**config.mk**
```make
export PLATFORM = sky130hd
export DESIGN_NAME = io_fabric
export DESIGN_NICKNAME = d
export VERILOG_FILES = /design/src/rtl/io_fabric_pkg.sv /design/src/rtl/io_wait_ctrl.sv /design/src/rtl/io_fabric.sv
export SDC_FILE = /design/constraint.sdc
export NUM_CORES = 1
export LEC_CHECK = 0
export CAP_MARGIN = 20
export CORE_MARGIN = 2
export CORE_UTILIZATION = 35
export CTS_CLUSTER_SIZE = 12
export DETAILED_ROUTE_END_ITERATION = 10
export PLACE_DENSITY = 0.74
export SKIP_LAST_GASP = 1
export SLEW_MARGIN = 20
export SYNTH_ARGS = -nofsm -noshare
export SYNTH_HDL_FRONTEND = slang
export SYNTH_SLANG_ARGS = --single-unit
```
**constraint.sdc**
```tcl
create_clock -name clk_i -period 1.4 [get_ports clk_i]
set_input_delay 0.21 -clock clk_i [delete_from_list [all_inputs] [get_ports clk_i]]
set_output_delay 0.21 -clock clk_i [all_outputs]
set_load 0.1 [all_outputs]
```
**src/rtl/io_fabric_pkg.sv**
```systemverilog
// Shared constants and types for the nano6502 IO bus fabric: register offsets,
// ROM window bounds, read-source select and wait-state FSM encodings.
package io_fabric_pkg;

    localparam logic [15:0] REG_BANK_L = 16'h0000;
    localparam logic [15:0] REG_BANK_H = 16'h0001;
    localparam logic [15:0] REG_ROMCTL = 16'h0002;
    localparam logic [15:0] REG_STATUS = 16'h0003;

    localparam logic [15:0] ROM_LO   = 16'hE000;
    localparam logic [15:0] ROM_HI   = 16'hFDFF;
    localparam logic [7:0]  VEC_PAGE = 8'hFF;

    typedef enum logic [2:0] {
        SEL_RAM,
        SEL_ROM,
        SEL_REG,
        SEL_SLOT,
        SEL_UNMAPPED
    } sel_e;

    typedef enum logic {
        WS_IDLE,
        WS_WAIT
    } wait_state_e;

    function automatic logic in_rom_window(input logic [15:0] addr);
        return (addr >= ROM_LO) && (addr <= ROM_HI);
    endfunction

endpackage

```
**src/rtl/io_wait_ctrl.sv**
```systemverilog
// Per-access wait-state generator: a start pulse with a non-zero count n holds
// rdy_o low for exactly n cycles, beginning the cycle after the start.
module io_wait_ctrl
    import io_fabric_pkg::*;
#(
    parameter int WAIT_W = 3
) (
    input  logic              clk_i,
    input  logic              rst_i,
    input  logic              start_i,
    input  logic [WAIT_W-1:0] n_i,
    output logic              rdy_o
);

    wait_state_e       state_q, state_d;
    logic [WAIT_W-1:0] cnt_q, cnt_d;

    always_ff @(posedge clk_i or posedge rst_i) begin
        if (rst_i) begin
            state_q <= WS_IDLE;
            cnt_q   <= '0;
        end else begin
            state_q <= state_d;
            cnt_q   <= cnt_d;
        end
    end

    always_comb begin
        state_d = state_q;
        cnt_d   = cnt_q;
        case (state_q)
            WS_IDLE: begin
                if (start_i && (n_i != '0)) begin
                    state_d = WS_WAIT;
                    cnt_d   = n_i;
                end
            end
            WS_WAIT: begin
                // The count is never decremented past 1, so it cannot wrap.
                if (cnt_q == WAIT_W'(1)) begin
                    state_d = WS_IDLE;
                end else begin
                    cnt_d = cnt_q - WAIT_W'(1);
                end
            end
            default: state_d = WS_IDLE;
        endcase
    end

    always_comb begin
        rdy_o = (state_q == WS_IDLE);
    end

endmodule

```
**src/rtl/io_fabric.sv**
```systemverilog
// nano6502 IO bus fabric: RAM/ROM/banked-slot decode, fabric registers and a
// registered read mux. Per-slot wait states are built only with IO_FABRIC_WAIT_EN.
module io_fabric
    import io_fabric_pkg::*;
#(
    parameter int                        N_SLOTS   = 8,
    parameter int                        WAIT_W    = 3,
    parameter logic [N_SLOTS*WAIT_W-1:0] SLOT_WAIT = '0,
    parameter logic [7:0]                IO_PAGE   = 8'hFE
) (
    input  logic                 clk_i,
    input  logic                 rst_i,
    input  logic [15:0]          cpu_addr_i,
    input  logic                 cpu_we_i,
    input  logic [7:0]           cpu_wdata_i,
    output logic [7:0]           cpu_rdata_o,
    output logic                 cpu_rdy_o,
    output logic                 ram_cs_o,
    input  logic [7:0]           ram_rdata_i,
    output logic                 rom_cs_o,
    input  logic [7:0]           rom_rdata_i,
    output logic [N_SLOTS-1:0]   slot_cs_o,
    output logic                 slot_we_o,
    output logic [7:0]           slot_addr_o,
    output logic [7:0]           slot_wdata_o,
    input  logic [N_SLOTS*8-1:0] slot_rdata_i,
    output logic                 rom_en_o
);

    logic               rdy;
    logic               start;
    logic               reg_hit, vec_hit, io_hit, rom_win, bank_mapped;
    logic [N_SLOTS-1:0] slot_dec;
    sel_e               sel_d, sel_q;

    logic [15:0]        bank_d, bank_q;
    logic               romctl_d, romctl_q;
    logic               status_d, status_q;
    logic [7:0]         reg_rdata_d, reg_rdata_q;
    logic [N_SLOTS-1:0] slot_cs_d, slot_cs_q;
    logic               slot_we_d, slot_we_q;
    logic [7:0]         slot_addr_d, slot_addr_q;
    logic [7:0]         slot_wdata_d, slot_wdata_q;
    logic [7:0]         slot_rd;

    // A cycle with RDY high presents a new access; while RDY is low the CPU
    // is re-presenting the same address and must not re-trigger side effects.
    assign start = rdy;

    always_comb begin
        reg_hit     = (cpu_addr_i[15:2] == REG_BANK_L[15:2]);
        vec_hit     = (cpu_addr_i[15:8] == VEC_PAGE);
        io_hit      = !vec_hit && (cpu_addr_i[15:8] == IO_PAGE);
        rom_win     = in_rom_window(cpu_addr_i);
        bank_mapped = (bank_q < 16'(N_SLOTS));
    end

    for (genvar gi = 0; gi < N_SLOTS; gi++) begin : g_slot_dec
        assign slot_dec[gi] = io_hit && (bank_q == 16'(gi));
    end

    always_comb begin
        sel_d = SEL_RAM;
        if (reg_hit) begin
            sel_d = SEL_REG;
        end else if (vec_hit) begin
            sel_d = SEL_ROM;
        end else if (io_hit) begin
            sel_d = bank_mapped ? SEL_SLOT : SEL_UNMAPPED;
        end else if (rom_win && !romctl_q) begin
            sel_d = SEL_ROM;
        end
    end

    // Register writes are mirrored into RAM so shadow copies stay coherent.
    assign ram_cs_o = (sel_d == SEL_RAM) || (reg_hit && cpu_we_i);
    assign rom_cs_o = (sel_d == SEL_ROM);

    always_comb begin
        bank_d       = bank_q;
        romctl_d     = romctl_q;
        status_d     = status_q;
        reg_rdata_d  = 8'h00;
        slot_cs_d    = slot_dec;
        slot_we_d    = start && cpu_we_i && (|slot_dec);
        slot_addr_d  = cpu_addr_i[7:0];
        slot_wdata_d = cpu_wdata_i;

        case (cpu_addr_i[1:0])
            REG_BANK_L[1:0]: reg_rdata_d = bank_q[7:0];
            REG_BANK_H[1:0]: reg_rdata_d = bank_q[15:8];
            REG_ROMCTL[1:0]: reg_rdata_d = {7'b0, romctl_q};
            REG_STATUS[1:0]: reg_rdata_d = {7'b0, status_q};
            default:         reg_rdata_d = 8'h00;
        endcase

        if (start && cpu_we_i && reg_hit) begin
            case (cpu_addr_i[1:0])
                REG_BANK_L[1:0]: bank_d[7:0]  = cpu_wdata_i;
                REG_BANK_H[1:0]: bank_d[15:8] = cpu_wdata_i;
                REG_ROMCTL[1:0]: romctl_d     = cpu_wdata_i[0];
                REG_STATUS[1:0]: if (cpu_wdata_i[0]) status_d = 1'b0;
                default:         ;
            endcase
        end

        // Setting after clearing lets a new unmapped access win over W1C.
        if (start && io_hit && !bank_mapped) begin
            status_d = 1'b1;
        end
    end

    always_ff @(posedge clk_i or posedge rst_i) begin
        if (rst_i) begin
            bank_q       <= '0;
            romctl_q     <= 1'b0;
            status_q     <= 1'b0;
            reg_rdata_q  <= '0;
            sel_q        <= SEL_RAM;
            slot_cs_q    <= '0;
            slot_we_q    <= 1'b0;
            slot_addr_q  <= '0;
            slot_wdata_q <= '0;
        end else begin
            bank_q       <= bank_d;
            romctl_q     <= romctl_d;
            status_q     <= status_d;
            reg_rdata_q  <= reg_rdata_d;
            sel_q        <= sel_d;
            slot_cs_q    <= slot_cs_d;
            slot_we_q    <= slot_we_d;
            slot_addr_q  <= slot_addr_d;
            slot_wdata_q <= slot_wdata_d;
        end
    end

    always_comb begin
        slot_rd = '0;
        for (int k = 0; k < N_SLOTS; k++) begin
            if (slot_cs_q[k]) begin
                slot_rd = slot_rd | slot_rdata_i[8*k +: 8];
            end
        end
    end

    always_comb begin
        case (sel_q)
            SEL_RAM:      cpu_rdata_o = ram_rdata_i;
            SEL_ROM:      cpu_rdata_o = rom_rdata_i;
            SEL_REG:      cpu_rdata_o = reg_rdata_q;
            SEL_SLOT:     cpu_rdata_o = slot_rd;
            SEL_UNMAPPED: cpu_rdata_o = 8'hFF;
            default:      cpu_rdata_o = 8'hFF;
        endcase
    end

`ifdef IO_FABRIC_WAIT_EN
    logic [WAIT_W-1:0] wait_n;

    always_comb begin
        wait_n = '0;
        for (int k = 0; k < N_SLOTS; k++) begin
            if (slot_dec[k]) begin
                wait_n = wait_n | SLOT_WAIT[k*WAIT_W +: WAIT_W];
            end
        end
    end

    io_wait_ctrl #(
        .WAIT_W (WAIT_W)
    ) u_wait (
        .clk_i   (clk_i),
        .rst_i   (rst_i),
        .start_i (|slot_dec),
        .n_i     (wait_n),
        .rdy_o   (rdy)
    );
`else
    // Without wait states every access completes in one cycle.
    logic unused_slot_wait;
    assign unused_slot_wait = ^SLOT_WAIT;
    assign rdy = 1'b1;
`endif

    assign cpu_rdy_o    = rdy;
    assign slot_cs_o    = slot_cs_q;
    assign slot_we_o    = slot_we_q;
    assign slot_addr_o  = slot_addr_q;
    assign slot_wdata_o = slot_wdata_q;
    assign rom_en_o     = !romctl_q;

endmodule

```
Word level (Yosys, flattened, before mapping) --
Cells that the tools add are included. W data, S select, Z words.
Operators by class: bitwise logic cells 7, reduce and logical (&&, ||, !) cells 31, equal/unequal tests 16, multiplexer cells 19, $lt $le $gt $ge 3
Operators with widths (count):
- $eq A16 B3 Y1 const B | 4
- $mux W8 | 8
- $pmux W8 S4 | 2
- $or A8 B8 Y8 | 7
- $eq A16 B2 Y1 const B | 2
- $eq A16 B1 Y1 const B | 1
- $eq A8 B8 Y1 const B | 2
- $ge A16 B16 Y1 const B | 1
- $le A16 B16 Y1 const B | 1
- $logic_not A16 Y1 | 1
- $lt A16 B4 Y1 const B | 1
- $logic_and A1 B1 Y1 | 14
- $logic_not A14 Y1 | 1
- $mux W3 | 4
- $reduce_or A8 Y1 | 1
- $eq A3 B1 Y1 const B | 2
- $eq A3 B2 Y1 const B | 2
- $logic_not A3 Y1 | 2
- $reduce_and A2 Y1 | 3
- $reduce_bool A2 Y1 | 3
- $mux W1 | 5
- $eq A2 B2 Y1 const B | 2
- $logic_not A1 Y1 | 3
- $reduce_and A3 Y1 | 1
- other kinds (3) | 3
Word-level totals: bits in registers 54, logic and storage cells 86, bits of input ports 107, output and inout port bits 37

Depth between registers and ports, before layout --
depth after elaboration 16, gate-level depth with buffers 5, depth with buffers taken out 4

Least setup slack after synthesis --
No wires, ideal clock.
path type register to output, start reg romctl_q, end out ram_cs_o, data required time 1.190 ns, cell stages (with the launch flop) 3, arrival time 2.688 ns, setup slack -1.498 ns, path buffers 0, path through dfrtp_1 > a21o_1 > a21boi_0
On the way: cells in the longest elaborated chain, start to end 8
RTL lines:
- start, declared | line io_fabric.sv:37 | logic romctl_d, romctl_q;
- start signal, assigned | line io_fabric.sv:126 | romctl_q <= romctl_d;
- $logic_not A1 Y1 | line io_fabric.sv:70 | end else if (rom_win && !romctl_q) begin
- $logic_and A1 B1 Y1 | line io_fabric.sv:70
- $mux W1 | line io_fabric.sv:70
- $mux W3 | line io_fabric.sv:68 | end else if (io_hit) begin
- $mux W3 | line io_fabric.sv:66 | end else if (vec_hit) begin
- $mux W3 | line io_fabric.sv:64 | if (reg_hit) begin
- $logic_not A3 Y1 | line io_fabric.sv:76 | assign ram_cs_o = (sel_d == SEL_RAM) || (reg_hit && cpu_we_i);
- $logic_or A1 B1 Y1 | line io_fabric.sv:76
- end, declared | line io_fabric.sv:18 | output logic ram_cs_o,
Every way passes these cells.

Final worst setup path --
start reg slot_cs_q[1] (netlist: slot_cs_o[1]), end out cpu_rdata_o[7]
On the way: cells in the longest elaborated chain, start to end 14
RTL lines:
- start, declared | line io_fabric.sv:40 | logic [N_SLOTS-1:0] slot_cs_d, slot_cs_q;
- start signal, assigned | line io_fabric.sv:130 | slot_cs_q <= slot_cs_d;
- $mux W8 (*) | line io_fabric.sv:140 | if (slot_cs_q[k]) begin
- $or A8 B8 Y8 | line io_fabric.sv:141 | slot_rd = slot_rd | slot_rdata_i[8*k +: 8];
- $mux W8 (*) | line io_fabric.sv:140
- $or A8 B8 Y8 | line io_fabric.sv:141
- $mux W8 (*) | line io_fabric.sv:140
- $or A8 B8 Y8 | line io_fabric.sv:141
- $mux W8 (*) | line io_fabric.sv:140
- $or A8 B8 Y8 | line io_fabric.sv:141
- $mux W8 (*) | line io_fabric.sv:140
- $or A8 B8 Y8 | line io_fabric.sv:141
- $mux W8 (*) | line io_fabric.sv:140
- $or A8 B8 Y8 | line io_fabric.sv:141
- $mux W8 (*) | line io_fabric.sv:140
- $pmux W8 S4 (*) | line io_fabric.sv:147 | case (sel_q)
- end, declared | line io_fabric.sv:16 | output logic [7:0] cpu_rdata_o,
Mark *: on every way between the ends. The rest lies on a longest branch, timed or not.

==> metrics <==
max-slew violation count=0; maximum vdd ir drop=0.0009385 V; Final Non-Filler Cells=507; failing checks=negative setup slack; largest net degree at the start of global routing=55; Routed Antenna Nets=0; CP required=1.19 ns; kind of critical path=reg -> out; Yosys top cell by area=dfrtp_1; core area=6869 sq um; Yosys cell types=31; fin crit share=1.344; Hold WC Path Type=in -> reg; min cycle time layout=1.882 ns; crit path DAT=1.67 ns; Die W=88.85 microns; TritonCTS clock tree=done; total power draw=3.676 mW; Crit. Startpoint=slot_cs_o[1]$_DFF_PP0_; critical-path cell list=buf_6, a22oi_1, nand4_1, nand2_1, o211ai_1, buf_12; initial drt markers=81; CP endpoint kind=output pin; routed vias/inst=5.294; Post-DP Area=4765 sq um; finished layout cell area=5161 sq um; Final Worst Setup Slack=-0.4815 ns; total congestion overflow=0; total of max-cap violations=0; setup violators final=17; Cell Area, Synth=2520 sq um; area fraction of the dominant cell type after synthesis=0.5362; worst r2r src=bank_q[14]$_DFFE_PP0P_; status=finished, violations left; GR Util All Layers=0.2408; RSZ-0062 raised after global routing=yes; Util after Layout=0.7514; gp weighted congestion=0.8714; flops & latches, synth=54; clock sinks=54; Synth Flop Type=dfrtp_1; number of CTS-inserted buffers=5; initial core utilization=0.3668; slowest stage delay, CP=0.48 ns; syn avg cell area=11.25 sq um; Pwr per Cell Area=712.2 nW/um^2; Synth Warn #=0; most frequent cell after synthesis=dfrtp_1; post-DP HPWL=7043 microns; H-tree depth=2; HP Start=cpu_addr_i[5]; share of layout cells above drive strength 1=0.3942; antenna violations before repair=0; Layout area overhead=104.8%; number of global-route vias before repair=2791; DR pass1 iterations=4; synth cell count leaders=dfrtp_1 (54), a22oi_1 (32), nor2_1 (18); routed wire length=9581 microns; first-pass GRT wire length=14120 microns; die area=7894 sq um; CTS max path bufs=2; Synth area leaders=dfrtp_1 (54%), a22oi_1 (9.5%), mux2_2 (7.6%); FP Rows=30; worst slack, placed=-0.7231 ns; crit start category=flip-flop; Seq/Total Area, Yosys=0.5362; leakage=2.227 nW; input/output buffers=142; Cells after Synth=224; Cells after DPL=486; TNS Setup=-4.071 ns; Final Hold Fails=0; Avg WL per Cell=18.90 microns; Die Ht=88.85 microns; Final Skew=0.006329 ns; Residual DRC=0; vias=2684; Antenna Cells=0; NumNets Final=517; Max Fanout on Critical Path=6; I/O Pins=144; Peak Freq=0.5315 GHz; Clock Pin Slew Worst Setup and Hold Paths=0.10 ns; EDFF count, synth=0; Post-synth ARST share=1.000; root buffer cell=clkbuf_8; syn nets=331; CP max-delay cell=dfrtp_2; Hold Worst Slack=0.03886 ns; Clock Latency Late Sink=0.32 ns
==> critical path, delay by kind of cell (launching register included) <==
kind | cells | cell delay [ns]
flip-flops | 1 | 0.48
buffers and inverters | 2 | 0.35
AO/OA/AOI/OAI | 2 | 0.30
AND/OR/NAND/NOR | 2 | 0.23
==> cells in the final DEF, fill, tap and decap left out, types with 3 or more instances in the layout <==
cell / instances
a21oi_1: 8
a22oi_1: 25
a22oi_2: 7
buf_12: 37
buf_2: 4
buf_4: 44
buf_6: 9
clkbuf_8: 5
clkdlybuf4s50_1: 90
dfrtp_1: 46
dfrtp_2: 8
inv_1: 3
mux2_2: 8
mux2_4: 9
mux2i_1: 15
nand2_1: 10
nand4_1: 12
nor2_1: 13
nor2_4: 4
nor4_4: 6
o211ai_1: 8
==> registers in the layout, indices dropped and copies added, names as in the netlist <==
signal / flops
bank_q: 16
reg_rdata_q: 8
romctl_q: 1
sel_q: 3
slot_addr_o: 8
slot_cs_o: 8
slot_wdata_o: 8
slot_we_o: 1
status_q: 1
==> timing repair <==
item / 4_1_cts / 5_1_grt
gates resized for setup: 84 / 20
endpoints found under the hold margin: 2 / 0
pin swaps: 25 / 8
hold buffers: 2 / 0
endpoints found under the setup margin: 38 / 32
buffers inserted: 10 / 4
gates cloned: 0 / 0
==> report_power, final <==
part	switching [mW]	internal [mW]
registers	0.0219	1.58
logic	0.521	0.475
clock network	0.532	0.542
==> path summary, 6_finish.rpt <==
path | slack [ns] | endpoint | cells past startpoint
worst min-delay path | 0.04 | slot_addr_o[5]$_DFF_PP0_ | 1
min in group asynchronous | 0.29 | slot_addr_o[6]$_DFF_PP0_ | 3
worst min register to register | 0.54 | status_q$_DFFE_PP0P_ | 2
worst max-delay path | -0.48 | cpu_rdata_o[7] | 6
max in group asynchronous | 0.86 | slot_cs_o[1]$_DFF_PP0_ | 3
worst max register to register | -0.07 | slot_cs_o[0]$_DFF_PP0_ | 5
==> layer usage <==
metal,global-route usage,up-vias,share of wire
met3,0.05317,32,0.095
met5,0,-,0
met1,0.2588,1294,0.36
met4,0.1322,0,0.044
li1,-,1215,-
met2,0.4355,143,0.50
==> logic make-up after synthesis <==
kind of cell,synth area share
other cells,0.001488
mux,0.1445
compound gates,0.1470
buf+inv,0.03178
simple gates,0.1390
flops,0.5362
==> layout make-up <==
cell class                      count  area [sq um]
Inverter                            5         25.02
Timing Repair Buffer              194          2201
Clock buffer                        5         68.82
Fill cell                         450          1708
Clock inverter                      3         47.55
Sequential cell                    54          1361
Multi-Input combinational cell    150          1338
Tap cell                           96         120.1
Note: power is estimated with default switching activity, not from simulation.
